`src/rtl/psum_accum_if.sv`:
```
// psum_accum_if -- control, issue and result handshake bundle for psum_accum.
//   start/len/ngroups : job launch (pulse + job geometry)
//   in_valid/in_ready : issue handshake toward the MAC tile
//   psum              : MAC tile output, valid two edges after an accepted issue
//   out_*             : result FIFO head with valid/ready pop handshake
//   busy/done         : job status
// The master side is the job controller / consumer; slave is psum_accum.
interface psum_accum_if #(
  parameter int bw_psum = 19,
  parameter int bw_acc  = 23
);
  logic               start;
  logic [3:0]         len;
  logic [7:0]         ngroups;
  logic               in_valid;
  logic               in_ready;
  logic [bw_psum-1:0] psum;
  logic [bw_acc-1:0]  out_data;
  logic               out_valid;
  logic               out_ready;
  logic               busy;
  logic               done;

  modport master (
    output start, len, ngroups, in_valid, psum, out_ready,
    input  in_ready, out_data, out_valid, busy, done
  );

  modport slave (
    input  start, len, ngroups, in_valid, psum, out_ready,
    output in_ready, out_data, out_valid, busy, done
  );
endinterface

```
`src/rtl/psum_accum.sv`:
```
// psum_accum -- accumulates groups of len partial sums from a MAC tile and
// queues one result per group in a small FIFO.
//   clk   : rising-edge clock
//   reset : asynchronous, active-high
//   bus   : psum_accum_if.slave (start/len/ngroups, issue handshake, psum,
//           result FIFO head + pop handshake, busy/done)
// Issues are throttled so that every result already in flight has a FIFO
// slot reserved; the FIFO therefore never overflows.
module psum_accum #(
  parameter int bw_psum    = 19,
  parameter int bw_acc     = 23,
  parameter int fifo_depth = 4
) (
  input  logic        clk,
  input  logic        reset,
  psum_accum_if.slave bus
);
  localparam int pw = $clog2(fifo_depth);
  localparam int cw = pw + 1;
  localparam int ow = cw + 1;

  typedef enum logic [1:0] {IDLE, ACC, DRAIN} state_t;

  state_t state, state_nx;

  logic [3:0]  len_q;
  logic [7:0]  ngroups_q;
  logic [11:0] issue_cnt;
  logic [3:0]  pos_cnt;

  // vld_pipe[1]/[2] are the v1/v2 stages; lst_pipe carries last-of-group.
  logic [2:1] vld_pipe, lst_pipe;

  logic                     acc_fresh;
  logic signed [bw_acc-1:0] acc;
  logic signed [bw_acc-1:0] psum_ext, acc_sum;

  logic [bw_acc-1:0] mem [fifo_depth];
  logic [pw-1:0]     wr_ptr, rd_ptr;
  logic [cw-1:0]     fifo_count;

  logic        fire, is_last, job_end, start_ok, push, pop;
  logic [11:0] job_total;
  logic [1:0]  pending;
  logic [ow-1:0] occ;
  logic        busy_c, done_c;

  assign start_ok  = bus.start && (bus.len != 4'd0) && (bus.ngroups != 8'd0);
  assign fire      = bus.in_valid && bus.in_ready;
  assign is_last   = (pos_cnt == len_q - 4'd1);
  assign job_total = 12'(len_q) * 12'(ngroups_q);
  assign job_end   = fire && (issue_cnt == job_total - 12'd1);

  // Results still in the pipe already own a FIFO slot.
  assign pending = {1'b0, vld_pipe[1] & lst_pipe[1]} + {1'b0, vld_pipe[2] & lst_pipe[2]};
  assign occ     = {1'b0, fifo_count} + ow'(pending);
  assign bus.in_ready = (state == ACC) && (occ < ow'(fifo_depth));

  assign psum_ext = {{(bw_acc-bw_psum){bus.psum[bw_psum-1]}}, bus.psum};
  // First psum of a group overwrites acc, so no clear cycle is needed.
  assign acc_sum  = acc_fresh ? psum_ext : acc + psum_ext;
  assign push     = vld_pipe[2] & lst_pipe[2];
  assign pop      = bus.out_valid && bus.out_ready;

  assign bus.out_valid = (fifo_count != '0);
  assign bus.out_data  = bus.out_valid ? mem[rd_ptr] : '0;
  assign bus.busy      = busy_c;
  assign bus.done      = done_c;

  always_ff @(posedge clk or posedge reset) begin
    if (reset) state <= IDLE;
    else       state <= state_nx;
  end

  always_comb begin
    state_nx = state;
    busy_c   = (state != IDLE);
    done_c   = 1'b0;
    case (state)
      IDLE:  if (start_ok) state_nx = ACC;
      ACC:   if (job_end)  state_nx = DRAIN;
      DRAIN: if ((vld_pipe == 2'b00) && (fifo_count == '0)) begin
               state_nx = IDLE;
               done_c   = 1'b1;
             end
      default: state_nx = IDLE;
    endcase
  end

  // Issue side: group position is decided here, at issue time.
  always_ff @(posedge clk or posedge reset) begin
    if (reset) begin
      len_q     <= '0;
      ngroups_q <= '0;
      issue_cnt <= '0;
      pos_cnt   <= '0;
      vld_pipe  <= '0;
      lst_pipe  <= '0;
    end else begin
      if (state == IDLE && start_ok) begin
        len_q     <= bus.len;
        ngroups_q <= bus.ngroups;
        issue_cnt <= '0;
        pos_cnt   <= '0;
      end
      if (fire) begin
        issue_cnt <= job_end ? 12'd0 : issue_cnt + 12'd1;
        pos_cnt   <= is_last ? 4'd0  : pos_cnt + 4'd1;
      end
      vld_pipe[1] <= fire;
      lst_pipe[1] <= fire && is_last;
      vld_pipe[2] <= vld_pipe[1];
      lst_pipe[2] <= lst_pipe[1];
    end
  end

  // psum side: sample on the edge ending a v2 cycle.
  always_ff @(posedge clk or posedge reset) begin
    if (reset) begin
      acc       <= '0;
      acc_fresh <= 1'b1;
    end else if (vld_pipe[2]) begin
      acc       <= acc_sum;
      acc_fresh <= lst_pipe[2];
    end
  end

  always_ff @(posedge clk or posedge reset) begin
    if (reset) begin
      for (int i = 0; i < fifo_depth; i++) mem[i] <= '0;
      wr_ptr     <= '0;
      rd_ptr     <= '0;
      fifo_count <= '0;
    end else begin
      if (push) begin
        mem[wr_ptr] <= acc_sum;
        wr_ptr      <= wr_ptr + pw'(1);
      end
      if (pop) rd_ptr <= rd_ptr + pw'(1);
      case ({push, pop})
        2'b10:   fifo_count <= fifo_count + cw'(1);
        2'b01:   fifo_count <= fifo_count - cw'(1);
        default: fifo_count <= fifo_count;
      endcase
    end
  end
endmodule

```
`src/flat_wrapper.sv`:
```
// flat-port wrapper written by rule: the top's interface ports become plain ports
module psum_accum_flat 
#(
  parameter int bw_psum    = 19,
  parameter int bw_acc     = 23,
  parameter int fifo_depth = 4
)
  (clk, reset, bus_start, bus_len, bus_ngroups, bus_in_valid, bus_psum, bus_out_ready, bus_in_ready, bus_out_data, bus_out_valid, bus_busy, bus_done);
  psum_accum_if #(.bw_psum(bw_psum), .bw_acc(bw_acc)) bus_i ();
  input  logic clk;
  input  logic reset;
  input wire logic [$bits(bus_i.start)-1:0] bus_start;
  input wire logic [$bits(bus_i.len)-1:0] bus_len;
  input wire logic [$bits(bus_i.ngroups)-1:0] bus_ngroups;
  input wire logic [$bits(bus_i.in_valid)-1:0] bus_in_valid;
  input wire logic [$bits(bus_i.psum)-1:0] bus_psum;
  input wire logic [$bits(bus_i.out_ready)-1:0] bus_out_ready;
  output wire logic [$bits(bus_i.in_ready)-1:0] bus_in_ready;
  output wire logic [$bits(bus_i.out_data)-1:0] bus_out_data;
  output wire logic [$bits(bus_i.out_valid)-1:0] bus_out_valid;
  output wire logic [$bits(bus_i.busy)-1:0] bus_busy;
  output wire logic [$bits(bus_i.done)-1:0] bus_done;
  assign bus_i.start = bus_start;
  assign bus_i.len = bus_len;
  assign bus_i.ngroups = bus_ngroups;
  assign bus_i.in_valid = bus_in_valid;
  assign bus_i.psum = bus_psum;
  assign bus_i.out_ready = bus_out_ready;
  assign bus_in_ready = bus_i.in_ready;
  assign bus_out_data = bus_i.out_data;
  assign bus_out_valid = bus_i.out_valid;
  assign bus_busy = bus_i.busy;
  assign bus_done = bus_i.done;
  psum_accum #(.bw_psum(bw_psum), .bw_acc(bw_acc), .fifo_depth(fifo_depth)) u_core (.clk(clk), .reset(reset), .bus(bus_i));
endmodule
```
`config.mk`:
```
export PLATFORM = sky130hd
export DESIGN_NAME = psum_accum_flat
export DESIGN_NICKNAME = d
export VERILOG_FILES = /design/src/rtl/psum_accum_if.sv /design/src/rtl/psum_accum.sv /design/src/flat_wrapper.sv
export SDC_FILE = /design/constraint.sdc
export NUM_CORES = 1
export LEC_CHECK = 0
export BUFFER_PORTS_ARGS = -buffer_cell sky130_fd_sc_hd__buf_4
export CAP_MARGIN = 15
export CORE_MARGIN = 2
export CORE_UTILIZATION = 40
export DETAILED_ROUTE_END_ITERATION = 8
export SLEW_MARGIN = 20
export SYNTH_ARGS = -nofsm -noshare
export SYNTH_HDL_FRONTEND = slang
export SYNTH_SLANG_ARGS = --single-unit
export TNS_END_PERCENT = 5
```
`constraint.sdc`:
```
create_clock -name clk -period 7 [get_ports clk]
set_input_delay 1.4 -clock clk [delete_from_list [all_inputs] [get_ports clk]]
set_output_delay 1.4 -clock clk [all_outputs]
set_load 0.005 [all_outputs]
```
==> results.sh, run 1 <==
export IMPL_finalPower_mw=6.101
export IMPL_post_dp_cell_area_um2=10180
export IMPL_synth_area_leader_cell="dfrtp_1"
export IMPL_ios=63
export IMPL_endpoint_kind="flop"
export IMPL_hold_class="reg2reg"
export IMPL_final_period_utilization_pct=70.89
export IMPL_hold_buffers=0
export IMPL_cts_tree="done"
export IMPL_rsz0062_at_grt="no"
export IMPL_final_nets=1143
export IMPL_wl_per_cell_um=15.53
export IMPL_clock_path_buffers=2
export IMPL_worst_pin_slew_ns=0.9256
export IMPL_synth_edf_count=0
export IMPL_critical_path_startpoint_type="flop"
export IMPL_overflow=0
export IMPL_totalWireLength_mm=21.28
export IMPL_cp_max_fo=11
export IMPL_num_vias=7127
export IMPL_area_growth_syn_to_layout_pct=14.10
export IMPL_r2r_start="u_core.len_q[3]$_DFFE_PP0P_"
export IMPL_root_buffer="clkbuf_16"
export IMPL_finClkSkew_ns=0.01669
export IMPL_clock_latency_ns=0.43
export IMPL_regToRegSetupSlack_ns=2.04
export IMPL_detail_route_vias_per_cell=5.202
export IMPL_rows=56
export IMPL_first_pass_iters=5
export IMPL_synth_top_area_share_pct=41.26
export IMPL_hold_path_end="u_core.lst_pipe[2]$_DFF_PP0_"
export IMPL_synthArstFlopShare_pct=100.0
export IMPL_ant_nets=0
export IMPL_required_ns=7.32
export IMPL_worstHoldStart="u_core.lst_pipe[1]$_DFF_PP0_"
export IMPL_finalInstanceArea_um2=10790
export IMPL_die_area_um2=24900
export IMPL_ir_worst_vdd_uv=397.2
export IMPL_post_route_cells_drive_above_1_share_pct=14.48
export IMPL_ys_warn_count=0
export IMPL_clock_sinks=157
export IMPL_layout_min_cycle_time_ns=4.962
export IMPL_max_cap_viol_count=0
export IMPL_grt_pass1_vias=6957
export IMPL_final_setup_viol_count=0
export IMPL_cts_resized=0
export IMPL_synth_ff_type="dfrtp_1"
export IMPL_syn_area_per_cell_um2=9.432
export IMPL_synth_cell_types=64
export IMPL_route_detailed_drc=0
export IMPL_grt_max_degree=83
export IMPL_antenna_found_initial=1
export IMPL_whs_path_depth=0
export IMPL_worst_r2r_cell_count=15
export IMPL_grt_pass1_wl_mm=35.67
export IMPL_criticalPathCategory="reg2reg"
export IMPL_synth_area_um2=9460
export IMPL_cts_setup_buffers=0
export IMPL_start_util_pct=40.55
export IMPL_max_freq_ghz=0.2015
export IMPL_synth_cells=1003
export IMPL_outcome="finished clean"
export IMPL_ys_seq_elements=157
export IMPL_synthTopCellsByArea="dfrtp_1 (41%), ha_1 (7.3%), nand2_1 (6.5%)"
export IMPL_reg2reg_to="u_core.issue_cnt[10]$_DFFE_PP0P_"
export IMPL_pre_cts_ws_ns=2.068
export IMPL_relSlewSlack_pct=38.29
export IMPL_grt_usage_pct=18.20
export IMPL_io_buffers=62
export IMPL_place_gp_congestion=0.8439
export IMPL_post_dp_hpwl_mm=15.01
export IMPL_p_leak_nw=4.906
export IMPL_core_area_um2=23330
export IMPL_maxSlewViolCount=0
export IMPL_p_per_area_nw_per_um2=565.2
export IMPL_setup_ws_ns=2.038
export IMPL_htree_levels=4
export IMPL_clk_pin_slew_ns=0.07
export IMPL_hold_viol=0
export IMPL_fin_setup_tns_ns=0
export IMPL_drt_iter0_drc=459
export IMPL_synth_fp_nets=1109
export IMPL_arrival_ns=5.28
export IMPL_die_w_um=157.8
export IMPL_cts_inserted_buffers=17
export IMPL_ys_seq_area_share_pct=41.54
export IMPL_die_h_um=157.8
## cell type report
cell class | instances | area [um^2]
timing repair buffer | 71 | 533.0
clock buffer | 17 | 425.4
inverter | 48 | 185.2
clock inverter | 15 | 181.4
multi-input combinational | 742 | 5137
tap | 319 | 399.1
sequential | 157 | 3930
fill | 2227 | 12540
antenna | 1 | 2.502
## per-stage QoR
step | util (%) | cells | hold slack, ns
after global routing | 46.26 | 1370 | 0.4049
after floorplan | - | 1003 | 0.3461
after detailed placement | 43.64 | 1337 | 0.3563
after CTS | 46.24 | 1369 | 0.3779
final | 46.26 | 1370 | 0.3754
after global placement | 43.64 | 1337 | 0.3523
## per-layer routing
layer	track usage (%)	part of all wire, %
met1	26.01	49
met2	28.63	46
met3	2.628	2.7
met4	5.671	1.8
met5	0	0
## where the power goes
| group | internal (mW) | switching, mW |
|---|---|---|
| Sequential | 1.13 | 0.233 |
| Clock | 0.516 | 0.437 |
| Combinational | 1.67 | 2.11 |
## cell usage after synthesis, types with 3 or more instances
| cell type | count |
|---|---|
| nor3_1 | 18 |
| mux2i_1 | 8 |
| fa_1 | 15 |
| or3_1 | 4 |
| o21ai_0 | 108 |
| a21oi_1 | 47 |
| a31oi_1 | 3 |
| inv_1 | 47 |
| dfrtp_1 | 156 |
| clkbuf_1 | 48 |
| nor2_1 | 56 |
| buf_1 | 6 |
| xor2_1 | 19 |
| o21bai_1 | 5 |
| nand3_1 | 14 |
| nor3b_1 | 4 |
| a211oi_1 | 14 |
| a31o_2 | 3 |
| ha_1 | 55 |
| a22o_1 | 4 |
| a21o_1 | 9 |
| and2_1 | 38 |
| nor2b_1 | 5 |
| mux4_2 | 23 |
| mux2_2 | 13 |
| nand2b_1 | 7 |
| xnor2_1 | 23 |
| o211ai_1 | 6 |
| and3_1 | 9 |
| or2_2 | 4 |
| o21ai_1 | 20 |
| o21a_1 | 4 |
| nand2_1 | 163 |
| nor4_1 | 4 |
## cell families after synthesis
kind of cell	after synthesis	synth area share (%)
AO/OA/AOI/OAI	251	15.94
XOR/XNOR	42	3.888
adder cells (fa/ha/maj)	70	10.45
buffers and inverters	104	4.179
flip-flops	157	41.54
multiplexers	44	7.869
AND/OR/NAND/NOR	335	16.14
## worst max-delay path, cell delays in order (launching register included)
cell	delay, ns
dfrtp_1	0.55
nand2_1	0.10
ha_1	0.32
fa_1	0.49
fa_1	0.55
inv_1	0.05
ha_1	0.32
nor2b_1	0.14
o21a_1	0.19
o21a_1	0.18
o21ai_1	0.12
o311ai_0	0.14
a311o_1	0.35
or4_1	0.71
and2_1	0.32
a221o_1	0.31
## placed cells by master, fill, tap and decap left out, drive strengths merged, types with 3 or more instances in the layout
cell / count
a221oi: 3
or3: 4
nor4: 5
a21oi: 47
xor2: 19
nor2b: 5
or2: 5
mux4: 23
a21o: 9
nor3: 18
nor2: 56
a31oi: 3
inv: 58
o21bai: 5
xnor2: 23
a211oi: 14
nand2b: 7
a22o: 4
and2: 38
nand3: 14
clkinv: 3
mux2i: 8
fa: 15
dfrtp: 156
ha: 55
o211ai: 6
clkbuf: 17
o21a: 4
a31o: 4
o21ai: 128
mux2: 13
and3: 9
nand2: 163
buf: 71
nor3b: 4
## state kept, by name (all words and copies together), names as in the netlist
| register | count |
|---|---|
| u_core.wr_ptr | 2 |
| u_core.vld_pipe | 2 |
| u_core.state | 2 |
| u_core.fifo_count | 3 |
| u_core.acc | 23 |
| u_core.len_q | 4 |
| u_core.mem | 92 |
| u_core.rd_ptr | 2 |
| u_core.acc_fresh | 1 |
| u_core.pos_cnt | 4 |
| u_core.lst_pipe | 2 |
| u_core.ngroups_q | 8 |
| u_core.issue_cnt | 12 |
## worst max path at each step
| stage | to | from | cells past startpoint | slack (ns) |
|---|---|---|---|---|
| 2_1_floorplan | u_core.acc[0]$_DFFE_PP0P_ | reset | 1 | 1.37 |
| 3_5_place_dp | u_core.issue_cnt[10]$_DFFE_PP0P_ | u_core.len_q[3]$_DFFE_PP0P_ | 15 | 2.07 |
| 4_1_cts | u_core.issue_cnt[10]$_DFFE_PP0P_ | u_core.len_q[3]$_DFFE_PP0P_ | 15 | 2.05 |
| 5_1_grt | u_core.issue_cnt[10]$_DFFE_PP0P_ | u_core.len_q[3]$_DFFE_PP0P_ | 15 | 1.81 |
| 3_3_place_gp | u_core.issue_cnt[10]$_DFFE_PP0P_ | u_core.len_q[3]$_DFFE_PP0P_ | 15 | 2.13 |
| 6_report | u_core.issue_cnt[10]$_DFFE_PP0P_ | u_core.len_q[3]$_DFFE_PP0P_ | 15 | 2.04 |
Power figures use the tool's default switching activity.
==> run 2: changes to the inputs <==
--- a/config.mk
+++ b/config.mk
@@ -5,6 +5,7 @@
 export SDC_FILE = /design/constraint.sdc
 export NUM_CORES = 1
 export LEC_CHECK = 0
+export ABC_AREA = 1
 export BUFFER_PORTS_ARGS = -buffer_cell sky130_fd_sc_hd__buf_4
 export CAP_MARGIN = 15
 export CORE_MARGIN = 2
==> constraint.sdc (replaced) <==
create_clock -name clk -period 4.34 [get_ports clk]
set_input_delay 0.868 -clock clk [delete_from_list [all_inputs] [get_ports clk]]
set_output_delay 0.868 -clock clk [all_outputs]
set_load 0.005 [all_outputs]
==> run 2 against run 1 <==
Register-to-register slack worse by 1.5 ns; synthesized cell count is 50% higher; first-iteration DRC count is 66% higher; sequential share of layout area is 3.4 points lower; clock skew is 0.0069 ns higher; clock-buffer cell count stayed put; wire length is 29% higher; maximum frequency is 31% higher; die area is 11% higher; via count is 30% higher; critical endpoint unchanged; largest cell class unchanged; non-clock buffer count is 3 higher.
==> results.sh, run 2 <==
export IMPL_synth_top_cells_by_count="nand2_1 (584), inv_1 (190), dfrtp_1 (156)"
export IMPL_start_util_pct=40.52
export IMPL_final_nets=1651
export IMPL_grt_pass1_wl_mm=46.52
export IMPL_ir_worst_vdd_uv=695.0
export IMPL_synthArstFlopShare_pct=100.0
export IMPL_clk_pin_slew_ns=0.08
export IMPL_sw_frac_of_total_pct=50.38
export IMPL_ios=63
export IMPL_rows=59
export IMPL_drt_iter0_drc=760
export IMPL_synth_cell_types=38
export IMPL_clock_path_buffers=2
export IMPL_layout_common_cells="nand2_1 (584), inv_1 (188), dfrtp_1 (155), nor2_1 (101), o21ai_0 (78)"
export IMPL_relSlewSlack_pct=31.45
export IMPL_ant_nets=0
export IMPL_pre_cts_ws_ns=0.5846
export IMPL_ys_seq_area_share_pct=37.33
export IMPL_max_freq_ghz=0.2645
export IMPL_endpoint_kind="flop"
export IMPL_seqPwrFrac_pct=22.3
export IMPL_whs_path_depth=0
export IMPL_hold_buffers=0
export IMPL_root_buffer="clkbuf_16"
export IMPL_worst_r2r_cell_count=14
export IMPL_wl_per_cell_um=14.46
export IMPL_p_comb_share_pct=61.9
export IMPL_arrival_ns=4.11
export IMPL_area_growth_syn_to_layout_pct=13.19
export IMPL_post_dp_cell_area_um2=11300
export IMPL_synth_area_leader_cell="dfrtp_1"
export IMPL_cts_inserted_buffers=17
export IMPL_worst_pin_slew_ns=1.023
export IMPL_n_antenna_cell=0
export IMPL_post_dp_hpwl_mm=19.36
export IMPL_p_per_area_nw_per_um2=824.5
export IMPL_die_w_um=166.2
export IMPL_criticalPathCategory="reg2reg"
export IMPL_path_buf_inv=1
export IMPL_clock_latency_ns=0.44
export IMPL_finClkSkew_ns=0.02362
export IMPL_detail_route_vias_per_cell=4.895
export IMPL_overflow=0
export IMPL_finalPower_mw=9.827
export IMPL_fin_setup_tns_ns=0
export IMPL_path_cells="nand2_1, ha_1, fa_1, inv_1, fa_1, ha_1, nand2_1, nand3_1, xor2_1, nand3_1, nor2_1, nand2_2, nand3_1, nand2_1"
export IMPL_setup_ws_ns=0.5588
export IMPL_final_setup_viol_count=0
export IMPL_maxSlewViolCount=0
export IMPL_top_register="u_core.mem"
export IMPL_cp_slowest_cell="dfrtp_1"
export IMPL_final_cells=1893
export IMPL_synthTopCellsByArea="dfrtp_1 (37%), nand2_1 (21%), inv_1 (6.8%)"
export IMPL_num_vias=9266
export IMPL_antenna_found_initial=0
export IMPL_grt_max_degree=90
export IMPL_grt_usage_pct=20.58
export IMPL_largest_reg_flops=92
export IMPL_p_leak_nw=6.181
export IMPL_cp_max_fo=12
export IMPL_grt_pass1_vias=9122
export IMPL_core_area_um2=25980
export IMPL_hold_class="reg2reg"
export IMPL_synth_fp_nets=1611
export IMPL_fillers=2681
export IMPL_ys_warn_count=0
export IMPL_die_h_um=166.2
export IMPL_synth_ff_type="dfrtp_1"
export IMPL_route_detailed_drc=0
export IMPL_first_pass_iters=5
export IMPL_finalInstanceArea_um2=11920
export IMPL_io_buffers=62
export IMPL_reg2reg_to="u_core.issue_cnt[10]$_DFFE_PP0P_"
export IMPL_critical_path_startpoint_type="flop"
export IMPL_syn_area_per_cell_um2=6.996
export IMPL_hold_path_end="u_core.lst_pipe[2]$_DFF_PP0_"
export IMPL_required_ns=4.66
export IMPL_hold_slack_ns=0.3768
export IMPL_totalWireLength_mm=27.37
export IMPL_synth_top_area_share_pct=37.08
export IMPL_cp_top_family="adder cells"
export IMPL_clkPwrFrac_pct=15.7
export IMPL_ys_seq_elements=157
export IMPL_max_cap_viol_count=0
export IMPL_cts_setup_buffers=0
export IMPL_worstHoldStart="u_core.lst_pipe[1]$_DFF_PP0_"
export IMPL_outcome="finished clean"
export IMPL_cts_resized=0
export IMPL_synth_area_um2=10530
export IMPL_r2r_start="u_core.len_q[3]$_DFFE_PP0P_"
export IMPL_yosysMostFrequentCell="nand2_1"
export IMPL_hold_viol=0
export IMPL_place_gp_congestion=0.8579
export IMPL_fin_util_pct=45.86
export IMPL_mostFrequentLayoutCell="nand2_1"
export IMPL_post_route_cells_drive_above_1_share_pct=9.243
export IMPL_clock_sinks=157
export IMPL_cts_tree="done"
export IMPL_regToRegSetupSlack_ns=0.56
export IMPL_p_switching_mw=4.950
export IMPL_rsz0062_at_grt="no"
export IMPL_p_int_mw=4.876
export IMPL_dpl_cell_count=1861
export IMPL_die_area_um2=27640
export IMPL_top_regs="u_core.mem x92, u_core.acc x23, u_core.issue_cnt x12"
export IMPL_synth_cells=1505
export IMPL_final_period_utilization_pct=87.12
export IMPL_layout_min_cycle_time_ns=3.781
export IMPL_htree_levels=4
export IMPL_max_stage_delay_ns=0.56
export IMPL_synth_edf_count=0
run 2: cell types whose count changed after synthesis, sizes merged, moves of 23 or more:
cell | previous run | this run
and2 | 38 | 0
o21ai | 128 | 88
nand2 | 163 | 591
inv | 47 | 195
nor2 | 56 | 105
nand3 | 14 | 86
mux4 | 23 | 0
run 2: worst max-delay path by stage:
stage | slack (ns) | cells past startpoint | from | endpoint
after floorplan | 0.86 | 18 | u_core.len_q[2]$_DFFE_PP0P_ | u_core.issue_cnt[9]$_DFFE_PP0P_
after global placement | 0.68 | 14 | u_core.len_q[3]$_DFFE_PP0P_ | u_core.issue_cnt[10]$_DFFE_PP0P_
after detailed placement | 0.58 | 14 | u_core.len_q[3]$_DFFE_PP0P_ | u_core.issue_cnt[10]$_DFFE_PP0P_
after CTS | 0.56 | 14 | u_core.len_q[3]$_DFFE_PP0P_ | u_core.issue_cnt[10]$_DFFE_PP0P_
after global routing | 0.27 | 16 | u_core.len_q[3]$_DFFE_PP0P_ | u_core.issue_cnt[7]$_DFFE_PP0P_
final | 0.56 | 14 | u_core.len_q[3]$_DFFE_PP0P_ | u_core.issue_cnt[10]$_DFFE_PP0P_
run 2: final cells by class:
class                           count  area [um^2]  share of cell area (%)
Sequential cell                   157         3931                   32.99
Timing Repair Buffer               74        568.0                   4.766
Clock inverter                     15        192.7                   1.617
Clock buffer                       17        425.4                   3.570
Multi-Input combinational cell   1096         5625                   47.20
Tap cell                          335        419.2                   3.517
Inverter                          199        755.7                   6.341
run 2: power by group through the flow:
stage	Sequential, mW	Clock (mW)	Combinational, mW
6_report	2.19	1.55	6.09
5_1_grt	2.24	1.65	7.07
4_1_cts	2.19	1.58	6.14
3_5_place_dp	2.21	0	6.09
3_3_place_gp	2.21	0	6.03
2_1_floorplan	2.01	0	4.67
run 2: cells by family after synthesis:
logic type,Yosys count,share of synthesized area (%)
AOI/OAI and AO/OA,170,8.722
xor gates and xnor gates,37,3.078
adders and majority gates,70,9.388
and+or+nand+nor,819,32.13
buffers and inverters,252,9.352
DFF,157,37.33
run 2: worst reg2reg max path, cell delays in order, from the launching register on:
cell and delay [ns]:
dfrtp_1 0.56, nand2_1 0.11, ha_1 0.33, fa_1 0.55, inv_1 0.06, fa_1 0.47, ha_1 0.38, nand2_1 0.11
nand3_1 0.16, xor2_1 0.17, nand3_1 0.11, nor2_1 0.20, nand2_2 0.27, nand3_1 0.15, nand2_1 0.06
run 2: per-layer routing:
layer  global-route usage, %  vias up  wire length [um]
met1                   27.06     4290             12870
met2                   35.45      169             13020
met4                   6.297        0               597
met5                       0        -                 0
li1                        -     4776                 -
met3                   2.622       31               877
